**src/rtl/mips_mem_arbiter.sv**
```systemverilog
// Arbitrates the single-port unified MEM array between data (D), fetch (I) and loader (L) ports.
// Optional L aging is enabled by defining MIPS_ARB_AGING_EN.
module mips_mem_arbiter #(
    parameter int unsigned AW = 10,
    parameter int unsigned DW = 32
`ifdef MIPS_ARB_AGING_EN
    ,
    parameter int unsigned AGE_MAX = 4
`endif
) (
    input  logic          clk1,
    input  logic          rst_n,
    input  logic          d_req,
    input  logic          d_we,
    input  logic [AW-1:0] d_addr,
    input  logic [DW-1:0] d_wdata,
    output logic          d_gnt,
    output logic          d_rvalid,
    input  logic          i_req,
    input  logic [AW-1:0] i_addr,
    output logic          i_gnt,
    output logic          i_rvalid,
    input  logic          l_req,
    input  logic          l_we,
    input  logic [AW-1:0] l_addr,
    input  logic [DW-1:0] l_wdata,
    input  logic          l_lock,
    output logic          l_gnt,
    output logic          l_rvalid,
    output logic [DW-1:0] rdata,
    output logic          locked,
    output logic          mem_en,
    output logic          mem_we,
    output logic [AW-1:0] mem_addr,
    output logic [DW-1:0] mem_wdata,
    input  logic [DW-1:0] mem_rdata
);

    typedef enum logic {
        IDLE   = 1'b0,
        LOCKED = 1'b1
    } state_t;

    state_t state;
    logic   boost;

`ifdef MIPS_ARB_AGING_EN
    localparam int unsigned AGE_W = $clog2(AGE_MAX + 1);

    logic [AGE_W-1:0] age;

    assign boost = (state == IDLE) && l_req && (age == AGE_W'(AGE_MAX));

    // Counts consecutive IDLE cycles in which L asked but lost arbitration
    always_ff @(posedge clk1 or negedge rst_n) begin
        if (!rst_n) begin
            age <= '0;
        end else if (l_gnt || !l_req) begin
            age <= '0;
        end else if ((state == IDLE) && (age != AGE_W'(AGE_MAX))) begin
            age <= age + AGE_W'(1);
        end
    end
`else
    assign boost = 1'b0;
`endif

    // One-hot grant; held low while reset is asserted
    always_comb begin
        d_gnt = 1'b0;
        i_gnt = 1'b0;
        l_gnt = 1'b0;
        if (rst_n) begin
            if (state == LOCKED) begin
                l_gnt = l_req;
            end else if (boost) begin
                l_gnt = 1'b1;
            end else if (d_req) begin
                d_gnt = 1'b1;
            end else if (i_req) begin
                i_gnt = 1'b1;
            end else if (l_req) begin
                l_gnt = 1'b1;
            end
        end
    end

    always_comb begin
        mem_we    = 1'b0;
        mem_addr  = '0;
        mem_wdata = '0;
        if (d_gnt) begin
            mem_we    = d_we;
            mem_addr  = d_addr;
            mem_wdata = d_wdata;
        end else if (i_gnt) begin
            mem_addr  = i_addr;
        end else if (l_gnt) begin
            mem_we    = l_we;
            mem_addr  = l_addr;
            mem_wdata = l_wdata;
        end
    end

    assign mem_en = d_gnt | i_gnt | l_gnt;
    assign rdata  = mem_rdata;

    // Lock state plus the one-cycle-delayed read-valid steering
    always_ff @(posedge clk1 or negedge rst_n) begin
        if (!rst_n) begin
            state    <= IDLE;
            locked   <= 1'b0;
            d_rvalid <= 1'b0;
            i_rvalid <= 1'b0;
            l_rvalid <= 1'b0;
        end else begin
            d_rvalid <= d_gnt & ~d_we;
            i_rvalid <= i_gnt;
            l_rvalid <= l_gnt & ~l_we;
            case (state)
                IDLE: begin
                    if (l_gnt && l_lock) begin
                        state  <= LOCKED;
                        locked <= 1'b1;
                    end
                end
                LOCKED: begin
                    if (!l_lock) begin
                        state  <= IDLE;
                        locked <= 1'b0;
                    end
                end
                default: begin
                    state  <= IDLE;
                    locked <= 1'b0;
                end
            endcase
        end
    end

endmodule

```
**config.mk**
```make
export PLATFORM = sky130hd
export DESIGN_NAME = mips_mem_arbiter
export DESIGN_NICKNAME = d
export VERILOG_FILES = /design/src/rtl/mips_mem_arbiter.sv
export SDC_FILE = /design/constraint.sdc
export NUM_CORES = 1
export LEC_CHECK = 0
export ABC_AREA = 1
export BUFFER_PORTS_ARGS = -buffer_cell sky130_fd_sc_hd__buf_2
export CORE_AREA = 4 4 83 85
export CTS_BUF_LIST = sky130_fd_sc_hd__clkbuf_8
export CTS_CLUSTER_DIAMETER = 50
export DETAILED_ROUTE_END_ITERATION = 6
export DIE_AREA = 0 0 87 89
export GPL_TIMING_DRIVEN = 1
export PLACE_DENSITY = 0.63
export SLEW_MARGIN = 20
export SYNTH_ARGS = -nofsm -noshare
export SYNTH_HDL_FRONTEND = slang
export SYNTH_SLANG_ARGS = --single-unit
export TNS_END_PERCENT = 20
```
**constraint.sdc**
```tcl
create_clock -name clk1 -period 1.2 [get_ports clk1]
set_input_delay 0 -clock clk1 [delete_from_list [all_inputs] [get_ports clk1]]
set_output_delay 0 -clock clk1 [all_outputs]
set_load 0.005 [all_outputs]
```
======== Word level (Yosys, flattened, before mapping) ========
Index checks and enable logic that the tools add are counted.
word-level totals
  bits in read-only memories .............. 0
  word-level logic and storage cells ...... 43
  bits of input ports ..................... 134
  latch bits .............................. 0
  RAM bits ................................ 0
  output and inout port bits .............. 83
  register bits after elaboration ......... 5
  memories ................................ 0
cells by class
  add/sub/neg operators ................... 0
  divide/modulo/power cells ............... 0
  equal/unequal tests ..................... 2
  shift-type cells ........................ 0
  bitwise gates (word level) .............. 7
  reduce and logical (&&, ||, !) cells .... 2
  multiply operators ...................... 0
  magnitude comparators ................... 0
  mux-type cells .......................... 27
operator list
  cell                  number
  $mux W32              3
  $mux W10              3
  $mux W1               19
  $ne A2 B2 Y1 const B  2
  $pmux W1 S2           2
  $not A1 Y1            3
  $and A1 B1 Y1         2
  $or A1 B1 Y1          2
  $reduce_and A2 Y1     1
  $logic_and A1 B1 Y1   1

======== Depth between registers and ports, before layout ========
Gate-level depths: netlist of run 1.
  depth after elaboration ................. 8
  mapped depth ............................ 6
  gate-level depth less buffers ........... 5

======== Least setup slack after synthesis of run 1 ========
Ideal clock, no wire load.
  path type ............................... reg2out
  from .................................... reg state
  to ...................................... out mem_addr[2]
  buffers on the path ..................... 1
  setup slack ............................. 0.234 ns
  data required time ...................... 1.200 ns
  stages on the path, launching flop included .. 7
  arrival time ............................ 0.966 ns
  cells stage by stage .................... dfrtp_1 -> inv_2 -> nand2_4 -> nor2_8 -> buf_6 -> nand2_1 -> nand3_1
on the way
  longest elaborated chain between the ends .. 5
  elaborated cells on any way between the ends .. 9
  those cells by class .................... mux: 9
RTL lines
  item                    RTL line  source
  start, declared         44        state_t state;
  start signal, assigned  111       state <= IDLE;
  start signal, assigned  123       state <= LOCKED;
  start signal, assigned  129       state <= IDLE;
  $mux W1                 74        if (state == LOCKED) begin
  $mux W1                 73        if (rst_n) begin
  $mux W10                98        end else if (l_gnt) begin
  $mux W10                96        end else if (i_gnt) begin
  $mux W10 (*)            92        if (d_gnt) begin
  end, declared           34        output logic [AW-1:0] mem_addr,
Every way passes the cells marked *; elsewhere a longest branch is shown, timed or not.

======== Final worst setup path of run 1 ========
  from .................................... reg state
  to ...................................... out mem_wdata[20]
on the way
  longest elaborated chain between the ends .. 5
  elaborated cells on any way between the ends .. 9
  those cells by class .................... mux: 9
RTL lines
  item           RTL line  source
  $mux W1        74
  $mux W1        73
  $mux W32       98
  $mux W32       96
  $mux W32 (*)   92
  end, declared  35        output logic [DW-1:0] mem_wdata,
Marked as above.

==> run_results.csv, run 1 <==
group,metric,value,unit
logic_synthesis,synth_nets,348,
setup_path,cp_endpoint_kind,"output port",
timing,timing_hold_violations_final,0,
logic_synthesis,avgSynthCellArea,5.64,sq um
timing,maxSlewHeadroom,70.9,%
timing,worst-slew-pin-transition,436,ps
finish,most-common-layout-cells,"152 x sky130_fd_sc_hd__buf_2, 71 x sky130_fd_sc_hd__nand2_1, 60 x sky130_fd_sc_hd__nand3_1",
setup_path,critical_path.startpoint_type,"flop",
floorplan,design.portCount,217,
routing,iter_0_drt_violations,44,
logic_synthesis,post_synth_main_area_contributors,"sky130_fd_sc_hd__nand2_1 26%, sky130_fd_sc_hd__nand3_1 25%, sky130_fd_sc_hd__buf_4 21%, sky130_fd_sc_hd__dfrtp_1 10%, sky130_fd_sc_hd__buf_2 3.7%",
routing,drtAntennaViolNets,0,
routing,total_routed_length,6280,microns
timing,fin_hold_ws,0.00186,ps
routing,vias_per_cell,4.62,
timing,report.final.setup_viol,47,
setup_path,required,1200,ps
placed_design,placement.io_buffers,152,
timing,maxClockFrequency,729,MHz
finish,layout-area-overhead-vs-synth,83.0,%
logic_synthesis,yosysUniqueCellTypes,16,
floorplan,die_wd,87,microns
global_route,pin_count_of_the_biggest_net_entering_global_routing,26,
finish,nets,486,
global_route,number_of_antenna_violations_at_the_first_check_in_global_routing,0,
pwr,vdd.ir_drop.worst,606,uV
pwr,pwr_density_cell,542,nW/um^2
finish,finish.instance_area,2210,sq um
clocking,cts.root.buffer_cell,"sky130_fd_sc_hd__clkbuf_8",
logic_synthesis,seq_area_frac_synth,10.4,%
timing,finalSetupTns,-6360,ps
logic_synthesis,yosysWarningCount,0,
pwr,p_leak,1.40,nW
finish,final_layout_size_suffix_gt1_share,57.3,%
placed_design,dp_hpwl,3910,microns
clocking,tritoncts.num_buffers,3,
placed_design,dpl-instance-area,1810,sq um
floorplan,floorplan.die_area,7740,sq um
global_route,via_count_of_the_first_global_routing_pass,1805,
logic_synthesis,netlist.top_cell.by_area,"sky130_fd_sc_hd__nand2_1",
global_route,grtUsageTotal,14.3,%
clocking,ctsLongestPathBuffers,2,
clocking,numClockSinks,5,
setup_path,worstPathArrival,1370,ps
finish,finish.cell_count_without_fillers,428,
global_route,remaining_overflow_grt,0,
floorplan,dieHeight,89,microns
logic_synthesis,synthCells,214,
global_route,grt_first_pass_wirelength,8660,microns
logic_synthesis,ys_ff_latch,5,
clocking,clk_pin_slew_worst_paths,30,ps
run_status,outcome,"finished with violations",
floorplan,fp.coreArea,6200,sq um
timing,min_period_over_period,114,%
routing,drt-pass1-iter-count,4,
clocking,number_of_levels_the_h_tree_was_split_into,1,
placed_design,placed_cells,405,
timing,finalMaxSlewViolations,0,
floorplan,num_rows,29,
timing,final.setup_skew,2.39,ps
worst_hold_path,hold_class,"input pin to output port",
routing,vias,1976,
run,timing.max_cap.violations,0,
logic_synthesis,synth.top_cell.area_share,25.5,%
placed_design,gp_congestion,0.726,
finish,most_common_cell_after_layout_fill_and_taps_aside,"sky130_fd_sc_hd__buf_2",
routing,remaining_drc_errors,0,
finish,antennaDiodeCount,0,
logic_synthesis,syn-cell-area,1210,sq um
clocking,clock_tree_from_tritoncts,"built",
routing,drt-wirelength-per-cell,14.7,microns
setup_path,criticalPathCategory,"flop to output port",
setup_path,worst-path-max-fanout,7,
clocking,insertion_delay,220,ps
run_status,violated_checks,"negative setup slack",
timing,setup_repair_after_global_routing_missed_its_margin,"true",
timing,layout_setup_ws,-172,ps
timing,period_minus_slack,1370,ps
floorplan,floorplan.initialDensity,19.4,%
-- routing by layer --
layer  wire (microns)  global-route usage, %
met1             2220                   15.2
met2             3220                   27.6
met3              678                   2.95
met4              158                   5.24
met5                0                      0
-- final timing paths --
path,start,to,slack [ps],cells past startpoint
min in group asynchronous,rst_n,d_rvalid,270,2
worst min register to register,locked,locked,540,2
worst min-delay path,mem_rdata[29],rdata[29],0.002,0
worst max-delay path,state,mem_wdata[20],-170,8
worst max register to register,state,l_rvalid,130,5
max in group asynchronous,rst_n,locked,720,2
-- stage by stage --
| stage | power [W] | util (%) | setup WS, ps |
|---|---|---|---|
| after global routing | 0.00129 | 35.6 | -245 |
| after global placement | 0.000731 | 29.2 | -153 |
| after CTS | 0.00116 | 33.9 | -166 |
| final | 0.00120 | 35.6 | -172 |
| after detailed placement | 0.000739 | 29.2 | -175 |
| after floorplan | 0.000508 | - | 234 |
-- report_power, final --
part / switching (W) / internal [W] / leakage, nW
Combinational: 0.000345 / 0.000362 / 1.31
Clock: 0.0000810 / 0.000219 / 0.0269
Sequential: 0.00000748 / 0.000183 / 0.0664
Total: 0.000433 / 0.000764 / 1.40
-- area by class of cell --
type,instances,area (sq um)
Tap cell,77,96.3
Sequential cell,5,125
Clock buffer,3,41.3
Fill cell,683,4000
Timing Repair Buffer,174,1070
Multi-Input combinational cell,161,837
Inverter,7,28.8
Clock inverter,1,3.75
-- critical path: stages (launching register included) --
cell	delay [ps]
sky130_fd_sc_hd__dfrtp_1	400
sky130_fd_sc_hd__inv_4	80
sky130_fd_sc_hd__nand2_4	60
sky130_fd_sc_hd__nor2_8	110
sky130_fd_sc_hd__buf_12	130
sky130_fd_sc_hd__clkbuf_16	150
sky130_fd_sc_hd__nand2_1	50
sky130_fd_sc_hd__nand2_1	50
sky130_fd_sc_hd__buf_2	110
-- logic make-up after synthesis --
kind of cell           synth area share (%)
AO/OA/AOI/OAI                          2.18
buffers and inverters                  30.2
flip-flops                             10.4
AND/OR/NAND/NOR                        57.3
-- state kept, by name (all words and copies together), names as in the netlist --
name      flops
d_rvalid      1
l_rvalid      1
state         1
i_rvalid      1
locked        1
-- timing repair --
action                                  4_1_cts  5_1_grt
setup buffers                                 6        1
gates resized for setup                      15       13
gates cloned                                  6        3
pin swaps                                     2        9
hold buffers                                  3        0
endpoints found under the setup margin       46       47
hold endpoints to repair                      7        0
-- cells in the mapped netlist --
library cell and number:
sky130_fd_sc_hd__nor2_8 1, sky130_fd_sc_hd__o21ai_0 2, sky130_fd_sc_hd__nand2_1 82, sky130_fd_sc_hd__nand4_1 1, sky130_fd_sc_hd__nand3_2 2, sky130_fd_sc_hd__o21ai_4 1, sky130_fd_sc_hd__nand3_1 61, sky130_fd_sc_hd__buf_6 4
sky130_fd_sc_hd__nor3_1 1, sky130_fd_sc_hd__nor2_1 4, sky130_fd_sc_hd__inv_1 4, sky130_fd_sc_hd__buf_2 9, sky130_fd_sc_hd__dfrtp_1 5, sky130_fd_sc_hd__nand2_4 1, sky130_fd_sc_hd__buf_4 33, sky130_fd_sc_hd__inv_2 3
Note: power is estimated with default switching activity, not from simulation.
==> run 2: changes to the inputs <==
ABC_CLOCK_PERIOD_IN_PS = 1200   (was unset)
SETUP_SLACK_MARGIN = 0.3   (was unset)
==> run_results.csv, run 2 (synthesis results as in run 1) <==
group,metric,value,unit
run_status,outcome,"finished with violations",
run_status,violated_checks,"negative setup slack",
clocking,clock_tree_from_tritoncts,"built",
global_route,remaining_overflow_grt,0,
timing,maxClockFrequency,720,MHz
pwr,pwr_density_cell,538,nW/um^2
finish,nFillCells,675,
finish,area_of_all_sequential_standard_cells,125,sq um
global_route,grt_first_pass_wirelength,8160,microns
clocking,tritoncts.num_buffers,3,
routing,iter_0_drt_violations,39,
finish,finish.cell_count_without_fillers,431,
pwr,p_leak,1.43,nW
pwr,vdd.ir_drop.worst,411,uV
routing,drt-wirelength-per-cell,15.4,microns
floorplan,floorplan.die_area,7740,sq um
run,timing.max_cap.violations,0,
timing,worst-slew-pin-transition,452,ps
timing,finalMaxSlewViolations,0,
timing,min_period_over_period,116,%
setup_path,rr_worst_depth,5,
placed_design,gp_congestion,0.703,
floorplan,die_wd,87,microns
placed_design,dp_hpwl,4010,microns
timing,maxSlewHeadroom,69.8,%
setup_path,critical_path.startpoint_type,"flop",
setup_path,criticalPathCategory,"flop to output port",
routing,vias,1995,
timing,finalSetupTns,-7160,ps
timing,report.final.setup_viol,47,
setup_path,cp_endpoint_kind,"output port",
setup_path,required,1200,ps
global_route,pin_count_of_the_biggest_net_entering_global_routing,28,
placed_design,placed_cells,405,
placed_design,post-place-ws,-153,ps
floorplan,design.portCount,217,
floorplan,fp.coreArea,6200,sq um
global_route,number_of_antenna_violations_at_the_first_check_in_global_routing,0,
finish,final_layout_size_suffix_gt1_share,62.4,%
floorplan,num_rows,29,
worst_hold_path,hold_class,"input pin to output port",
clocking,insertion_delay,220,ps
global_route,grtUsageTotal,13.6,%
timing,setup_repair_after_global_routing_missed_its_margin,"true",
setup_path,worst-path-max-fanout,8,
finish,most-common-layout-cells,"151 x sky130_fd_sc_hd__buf_2, 58 x sky130_fd_sc_hd__nand2_1, 57 x sky130_fd_sc_hd__nand3_1",
clocking,clk_pin_slew_worst_paths,40,ps
routing,remaining_drc_errors,0,
timing,final.setup_skew,1.77,ps
routing,vias_per_cell,4.63,
finish,layout-area-overhead-vs-synth,90.2,%
finish,multiInputGateArea,897,sq um
setup_path,worstPathArrival,1390,ps
floorplan,dieHeight,89,microns
clocking,ctsLongestPathBuffers,2,
timing,layout_setup_ws,-188,ps
pwr,power,0.00123,W
timing,timing_hold_violations_final,0,
timing,period_minus_slack,1390,ps
routing,total_routed_length,6640,microns
finish,antennaDiodeCount,0,
routing,drtAntennaViolNets,0,
placed_design,placement.io_buffers,152,
worst_hold_path,worst_hold_path.num_cells,0,
global_route,via_count_of_the_first_global_routing_pass,1678,
floorplan,floorplan.initialDensity,19.4,%
finish,most_common_cell_after_layout_fill_and_taps_aside,"sky130_fd_sc_hd__buf_2",
timing,fin_hold_ws,0.00184,ps
clocking,numClockSinks,5,
clocking,number_of_levels_the_h_tree_was_split_into,1,
finish,nets,489,
routing,drt-pass1-iter-count,4,
clocking,cts.root.buffer_cell,"sky130_fd_sc_hd__clkbuf_8",
## run 2: worst paths after layout
path                          startpoint           to  slack [ps]
setup / recovery                   state  mem_addr[2]        -190
min in group asynchronous          rst_n       locked         270
hold reg to reg                   locked       locked         510
setup reg to reg                   state     l_rvalid         140
hold / removal             mem_rdata[20]    rdata[20]       0.002
max in group asynchronous          rst_n     d_rvalid         720
## run 2: repair_timing
action	in CTS	in global routing
gates cloned	6	4
hold endpoints to repair	7	0
hold buffers	3	0
gates resized for setup	22	29
pin swaps	2	16
endpoints found under the setup margin	48	52
setup buffers	6	3
## run 2: through the flow
stage                     area, sq um  util [%]
after global routing             2290      37.0
final                            2290      37.0
after CTS                        2110      34.1
after global placement           1810      29.2
after floorplan                  1210         -
after detailed placement         1810      29.2
## run 2: cell type report
cell class / count / area share (%)
clock buffers: 3 / 1.80
clock inverters: 1 / 0.164
inverters: 7 / 1.25
multi-input cells: 161 / 39.1
flip-flops and latches: 5 / 5.45
well taps: 77 / 4.20
repair buffers: 177 / 48.0
## run 2: worst max-delay path, stage by stage (launching register included)
cell and delay, ps:
sky130_fd_sc_hd__dfrtp_1 400, sky130_fd_sc_hd__inv_4 80, sky130_fd_sc_hd__nand2_4 60, sky130_fd_sc_hd__nor2_8 120, sky130_fd_sc_hd__buf_12 130, sky130_fd_sc_hd__buf_12 130
sky130_fd_sc_hd__nand2_2 60, sky130_fd_sc_hd__nand3_1 70, sky130_fd_sc_hd__buf_2 110
## run 2: per-layer routing
metal  global-route usage (%)  wire length [microns]  vias up
li1                         -                      -      957
met1                     14.5                   2390      915
met2                     27.3                   3520      112
met3                     2.76                    595       11
met4                     2.69                    131        0
met5                        0                      0        -
## run 2: report_power, final
part / switching [W] / total [W] / leakage (nW) / internal (W)
logic: 0.000372 / 0.000749 / 1.34 / 0.000377
registers: 0.00000497 / 0.000188 / 0.0664 / 0.000183
clock network: 0.0000793 / 0.000298 / 0.0269 / 0.000219
